--- src/rtl/pwm_multi.sv ---
// pwm_multi -- N-channel PWM generator driven by one shared period counter.
//
// The counter runs in up, down or up-down (center-aligned) mode. Period,
// compare values and mode are taken from shadow inputs. The shadows are
// copied into active registers only at a period boundary, or continuously
// while counting is disabled, so waveforms never glitch mid-period.
// Polarity is not shadowed and takes effect on the next edge.
//
// Parameters
//   W      counter / period / compare width (W >= 2)
//   N      number of PWM channels (N >= 1)
// Ports
//   clk50m in   system clock, rising edge
//   rst    in   asynchronous active-high reset
//   en     in   count enable; the counter holds while low
//   mode   in   shadow mode: 00 up, 01 down, 10 up-down, 11 same as 00
//   per    in   shadow period
//   cmp    in   shadow compare values, channel i at [i*W +: W]
//   pol    in   per-channel output inversion
//   cnt    out  current counter value
//   dir    out  count direction, 0 = up, 1 = down
//   prd    out  one-cycle pulse on the first count of each period
//   pwm    out  registered PWM outputs
module pwm_multi #(
   parameter int W = 16,
   parameter int N = 4
) (
   input  logic             clk50m,
   input  logic             rst,
   input  logic             en,
   input  logic [1:0]       mode,
   input  logic [W-1:0]     per,
   input  logic [N*W-1:0]   cmp,
   input  logic [N-1:0]     pol,
   output logic [W-1:0]     cnt,
   output logic             dir,
   output logic             prd,
   output logic [N-1:0]     pwm
);

   localparam logic [1:0]   M_UP = 2'b00;
   localparam logic [1:0]   M_DN = 2'b01;
   localparam logic [1:0]   M_UD = 2'b10;
   localparam logic [W-1:0] ONE  = W'(1);
   localparam logic [W-1:0] TWO  = W'(2);

   // Encoding 11 behaves exactly like up counting.
   function automatic logic [1:0] norm_mode(input logic [1:0] m);
      return (m == 2'b11) ? M_UP : m;
   endfunction

   logic [W-1:0] per_a;
   logic [W-1:0] cmp_a [N];
   logic [1:0]   mode_a;

   logic [1:0]   mode_old;
   logic [1:0]   mode_new;
   logic [W-1:0] per_m1;
   logic [W-1:0] per_m2;
   logic         degen;
   logic         degen_new;
   logic         boundary;
   logic         load;
   logic [W-1:0] cnt_nxt;
   logic         dir_nxt;

   assign mode_old  = norm_mode(mode_a);
   assign mode_new  = norm_mode(mode);
   assign per_m1    = per_a - ONE;
   assign per_m2    = per_a - TWO;
   assign degen     = (per_a < TWO);
   assign degen_new = (per < TWO);
   assign load      = boundary | ~en;

   // Stage 0: boundary detection and next counter state
   always_comb begin
      boundary = 1'b0;
      if (en) begin
         if (degen) begin
            boundary = 1'b1;
         end else begin
            case (mode_old)
               M_DN:    boundary = (cnt == '0);
               M_UD:    boundary = (cnt == '0) && dir;
               // >= rather than == so an out-of-range count still wraps
               default: boundary = (cnt >= per_m1);
            endcase
         end
      end

      cnt_nxt = cnt;
      dir_nxt = dir;
      if (boundary) begin
         // Start value of the next period comes from the values being loaded.
         if (degen_new) begin
            cnt_nxt = '0;
            dir_nxt = 1'b0;
         end else begin
            case (mode_new)
               M_DN: begin
                  cnt_nxt = per - ONE;
                  dir_nxt = 1'b1;
               end
               M_UD: begin
                  // Staying in up-down: 0 was the last down count, so carry on to 1.
                  cnt_nxt = (mode_old == M_UD) ? ONE : '0;
                  dir_nxt = 1'b0;
               end
               default: begin
                  cnt_nxt = '0;
                  dir_nxt = 1'b0;
               end
            endcase
         end
      end else if (en) begin
         case (mode_old)
            M_DN: begin
               cnt_nxt = cnt - ONE;
               dir_nxt = 1'b1;
            end
            M_UD: begin
               if (!dir) begin
                  // Turn around at the top without repeating per_a-1.
                  if (cnt >= per_m1) begin
                     cnt_nxt = per_m2;
                     dir_nxt = 1'b1;
                  end else begin
                     cnt_nxt = cnt + ONE;
                  end
               end else begin
                  cnt_nxt = cnt - ONE;
               end
            end
            default: begin
               cnt_nxt = cnt + ONE;
               dir_nxt = 1'b0;
            end
         endcase
      end
   end

   // Stage 1: counter, active registers and PWM outputs
   always_ff @(posedge clk50m or posedge rst) begin
      if (rst) begin
         cnt    <= '0;
         dir    <= 1'b0;
         prd    <= 1'b0;
         pwm    <= '0;
         per_a  <= '0;
         mode_a <= M_UP;
         for (int i = 0; i < N; i++) cmp_a[i] <= '0;
      end else begin
         cnt <= cnt_nxt;
         dir <= dir_nxt;
         prd <= boundary;
         if (load) begin
            per_a  <= per;
            mode_a <= mode;
            for (int i = 0; i < N; i++) cmp_a[i] <= cmp[i*W +: W];
         end
         // Compare against the count currently shown, so pwm trails cnt by one cycle.
         for (int i = 0; i < N; i++) pwm[i] <= (cnt < cmp_a[i]) ^ pol[i];
      end
   end

endmodule
--- config.mk ---
export PLATFORM = sky130hd
export DESIGN_NAME = pwm_multi
export DESIGN_NICKNAME = d
export VERILOG_FILES = /design/src/rtl/pwm_multi.sv
export SDC_FILE = /design/constraint.sdc
export NUM_CORES = 1
export LEC_CHECK = 0
export ABC_AREA = 1
export CORE_MARGIN = 5
export CORE_UTILIZATION = 33
export CTS_BUF_LIST = sky130_fd_sc_hd__clkbuf_8
export DETAILED_ROUTE_END_ITERATION = 7
export GPL_TIMING_DRIVEN = 0
export SYNTH_ARGS = -nofsm -noshare
export SYNTH_HDL_FRONTEND = slang
export SYNTH_SLANG_ARGS = --single-unit
--- constraint.sdc ---
create_clock -name clk50m -period 8.95 [get_ports clk50m]
set_input_delay 1.3425 -clock clk50m [delete_from_list [all_inputs] [get_ports clk50m]]
set_output_delay 1.3425 -clock clk50m [all_outputs]
set_load 0.005 [all_outputs]
* After elaboration in Yosys (flattened, before gate mapping) *
Index checks and enable logic that the tools add are counted.

word-level totals
  bits in registers = 104
  input bits = 89
  output and inout bits = 22
  logic and storage cells = 57

cells by class
  add/subtract/negate cells = 5
  magnitude comparators = 7
  equal/unequal tests = 6
  multiplexer cells = 20
  bitwise operators = 6
  reductions and logical operators = 3

operators by type and width
  operator                                                      count
  two-way mux 16 bit                                            5
  less-than comparator 16 bit                                   4
  one-hot mux 16 bit (2 select lines)                           2
  subtractor 16 x 1 -> 16 bit (second input constant)           3
  less-than comparator 16 x 2 -> 1 bit (second input constant)  2
  adder 16 x 1 -> 16 bit (second input constant)                1
  >= comparator 16 bit                                          1
  zero test 16 bit                                              1
  subtractor 16 x 2 -> 16 bit (second input constant)           1
  two-way mux 1 bit                                             9
  equality test 2 bit (second input constant)                   4
  equality test 2 x 1 -> 1 bit (second input constant)          2
  two-way mux 2 bit                                             2
  one-hot mux 1 bit (2 select lines)                            2
  bitwise XOR 1 bit                                             4
  nonzero test 2 bit                                            1
  logical AND 1 bit                                             1
  NOT 1 bit                                                     1
  bitwise OR 1 bit                                              1

* Longest topological paths before layout *
  depth in word-level cells = 7
  gate-level depth with buffers = 24
  gate-level depth less buffers = 23

* Least setup slack after synthesis *
No wires, ideal clock.

  path type = register to register
  start = reg per_a[1]
  end = reg per_a[11]
  setup time = 134 ps
  arrival = 3032 ps
  data required time = 8816 ps
  setup slack = 5784 ps
  stages on the path, launching flop included = 20
  buffers on the path = 1
  clock period less this slack = 3166 ps
  path through = dfrtp_1 > inv_1 > ha_1 > nand2_1 > nor2_1 > nand3_1 > nor2_1 > xor2_1 > inv_1 > ha_1 > nand2_1 > o21bai_1 > nand2_1 > a21oi_2 > nand2_1 > nand2_1 > nand2_4 > nor2_4 > clkbuf_1 > o21ai_0

between the ends
  longest elaborated chain between the ends = 6
  elaborated cells on any way between the ends = 7
  those cells by class = add/sub: 1; order compare: 2; mux: 3; bitwise: 1

RTL lines
  item                                line  text
  start, declared                     52    logic [W-1:0] per_a;
  start signal, assigned              157   per_a <= per;
  subtractor 16 x 1 -> 16 bit         69    assign per_m1 = per_a - ONE;
  >= comparator 16 bit                86    default: boundary = (cnt >= per_m1);
  one-hot mux 1 bit (2 select lines)  82    case (mode_old)
  two-way mux 1 bit (*)               79    if (degen) begin
  two-way mux 1 bit (*)               78    if (en) begin
  bitwise OR 1 bit (*)                73    assign load = boundary | ~en;

Every way passes the cells marked *; elsewhere a longest branch is shown, timed or not.
A chain may end at the register's enable or synchronous reset.

* Final worst setup path *
  start = reg per_a[1]
  end = reg per_a[12]

The elaborated chain is that of the path after synthesis.

==> summary.md <==
| Metric | Value |
|---|---|
| Combinational Power Share | between 60% and 70% |
| Net Sw Frac | ~53% |
| Post_cts resized | 0 |
| # DRC | 0 |
| DRT Wirelength | about 28000 um |
| GR Overflow Total | 0 |
| Number of max-cap violations | 0 |
| Largest net degree at the start of global routing | 56 |
| Row count | 58 |
| Adder-cell share of the synthesized area | about 13% |
| Post-Route Skew | ~0.028 ns |
| RePlAce Congestion | around 0.92 |
| PD cells | 381.8 mW/mm2 |
| Routed via count | 7979 |
| #FFs+latches synth | between 100 and 150 |
| Final-report max-slew violation count | 0 |
| Mean number of vias per cell | approximately 4.9 |
| Number of global-route vias before repair | between 7000 and 8000 |
| Die area | slightly below 0.03 mm2 |
| Main combinational cell family by area after synthesis | simple AND/OR/NAND/NOR gates |
| Mapped Area | around 0.0084 mm2 |
| CTS Root Cell | clkbuf_8 |
| Commonest non-fill, non-tap cell in the layout | nand2_1 |
| Worst Tran Pin Value | 0.7806 ns |
| Final Setup Violations | 0 |
| Final hold vios | 0 |
| CTS sink cnt | approximately 100 |
| Drt first pass iters | 6 |
| Ys async rst share | 100.0% |
| Power share of the sequential group | about a quarter |
| Achievable clock frequency | between 200 and 250 MHz |
| Clock tree buffer depth | 2 |
| Post-layout power | slightly below 4 mW |
| Initial antenna violation count | 0 |
| Post-CTS setup buffers | 0 |
| Tcrit/Tclk final | around 47% |
| Cell Area, Placed | between 0.009 and 0.01 mm2 |
| Max VDD drop | around 120 uV |
| # hold bufs at CTS | 0 |
| Die height | 169.9 um |
| XOR/XNOR Fraction of Synth Area | 5.608% |
| Syn_area_per_cell | 7.129 um2 |
| Clk pwr share | under 10% |
| CTS tree | built |
| Worst Hold Margin | 0.4999 ns |
| Placement Setup Slack | around 4.8 ns |
| Max-slew headroom | 47.96% |
| Simple-gate portion of the synthesized area | between 20% and 30% |
| Clk_lat worst skew | 0.40 ns |
| Crit path required time | ~9.2 ns |
| Hold Path Class | register to register |
| DRT iter0 DRCs | about 540 |
| Final ANT Viol Nets | 0 |
| Leakage | approximately 5 nW |
| Compound-cell area share of the yosys netlist | between 10% and 20% |
| Worst setup SP type | register |
| Synth Instances | 1183 |
| Post-Synthesis Net Count | around 1400 |
| Antenna diodes | 0 |
| Max FO, Critical Path | 10 |
| Wire per inst | about 17 um |
| Worst R2R Path Depth | 21 |
| Run status | finished clean |
| WP data arrival | 4.53 ns |
| Most frequent cells in the layout | 310 x nand2_1, 170 x inv_1, 109 x clkdlybuf4s50_1 |
| Register area share after synthesis | between 30% and 40% |
| PortBufs | 109 |
| CTS clk-pin slew, worst paths | about 0.11 ns |
| DP HPWL | about 21000 um |
| Hold Path Stages | 2 |
| Post-synth EDFFs | 0 |
| Area Overhead vs Synth | 20.30% |
| Die W | between 150 and 200 um |
| Multiplexer area fraction after synthesis | 0% |
| Starting density of the core | 33.49% |
| Top FF cell, synth | dfrtp_1 |
| Synth unique cells | 38 |
| IO Count | roughly 110 |
| Power Internal | roughly 1.8 mW |
| Final worst slack | roughly 4.7 ns |
| Core area | 0.02518 mm2 |
| Syn. warnings | 0 |
| Setup CP Type | register to register |
| CTS buffer count | 9 |
| Layout cells sized above 1 | under 10% |
| Setup total negative slack | 0 ns |
| Tot GR Track Use | about a fifth |
| Max H-tree Level | 3 |
| Design Area, Final | between 0.01 and 0.015 mm2 |
| Sw Pwr | just over 2 mW |
| Fin nets | between 1000 and 1500 |
| Unrepaired setup endpoints after global routing | no |
| CP Capture Type | register |
| First-pass GRT wire length | ~42000 um |
| Fin crit period | 4.235 ns |
worst max-delay path: stages, from the launching register on:
cell	delay, ns
dfrtp_1	0.48
inv_1	0.16
ha_1	0.25
nand2_1	0.13
nor2_1	0.31
nand3_1	0.20
nor2_1	0.15
xor2_1	0.18
inv_1	0.06
ha_1	0.28
nand2_1	0.10
o21bai_1	0.11
nand2_1	0.08
a21oi_2	0.34
nand2_1	0.12
nand2_1	0.12
nand2_4	0.13
nor2_4	0.32
buf_6	0.25
buf_6	0.17
nand2_1	0.06
o21ai_0	0.08
synth_stat cells (12+ instances only):
cell type	count	area share [%]
inv_1	171	7.6
nand4_1	21	1.6
a21oi_1	64	3.8
nand3_1	77	4.6
ha_1	86	13
nand2_1	310	14
nor3_1	16	0.95
xnor2_1	14	1.5
o21ai_0	36	2.1
dfrtp_1	104	31
nor2_1	86	3.8
buf_2	18	1.1
clkbuf_1	12	0.53
o21a_1	60	5.3
o21ai_1	16	0.95
xor2_1	40	4.2
area by class of cell:
| type | count | area [um2] |
|---|---|---|
| Buffer | 44 | 266.5 |
| Clock buffer | 9 | 123.9 |
| Clock inverter | 6 | 53.80 |
| Fill cell | 2693 | 15040 |
| Inverter | 177 | 666.9 |
| Multi-Input combinational cell | 858 | 4900 |
| Sequential cell | 104 | 2603 |
| Tap cell | 330 | 412.9 |
| Timing Repair Buffer | 110 | 1119 |
through the flow:
stage | cells | util, %
2_1_floorplan | 1183 | -
3_3_place_gp | 1622 | 39.46
3_5_place_dp | 1623 | 39.58
4_1_cts | 1638 | 40.29
5_1_grt | 1638 | 40.29
6_report | 1638 | 40.29
logic make-up (layout without fill, tap and decap cells):
family          count (synthesis)  count (layout)
compound gates                193             193
xor+xnor                       54              54
fa+ha+maj                      86              86
buf+inv                       221             346
flops                         104             104
simple gates                  525             525
path summary, 6_finish.rpt:
check | start | end | slack, ns
setup reg to reg | per_a[1] | per_a[12] | 4.71
setup / recovery | per_a[1] | per_a[12] | 4.71
min in group asynchronous | rst | cmp_a[0] | 1.42
hold / removal | cmp_a[48] | cmp_a[48] | 0.50
max in group asynchronous | rst | cmp_a[49] | 6.83
hold reg to reg | cmp_a[48] | cmp_a[48] | 0.50
power by group through the flow:
stage | Clock [mW] | Sequential [mW] | Combinational [mW]
after global routing | 0.312 | 1.03 | 2.97
after CTS | 0.298 | 1.01 | 2.59
after detailed placement | 0 | 1.02 | 2.58
after global placement | 0 | 1.01 | 2.54
final | 0.287 | 1.01 | 2.58
after floorplan | 0 | 0.872 | 1.87
sequential cells by signal, summed over array words and instances (netlist names):
| register | count |
|---|---|
| per_a | 16 |
| cnt | 16 |
| prd | 1 |
| mode_a | 2 |
| dir | 1 |
| cmp_a | 64 |
| pwm | 4 |
routing by layer:
metal	GRT usage [%]	up-vias	wire, um	share of wire, %
li1	-	4043	-	-
met5	0	-	0	0
met4	5.215	0	635	2.3
met2	30.95	211	12540	45
met1	25.98	3694	12910	47
met3	3.322	31	1646	5.9
Power figures use the tool's default switching activity.
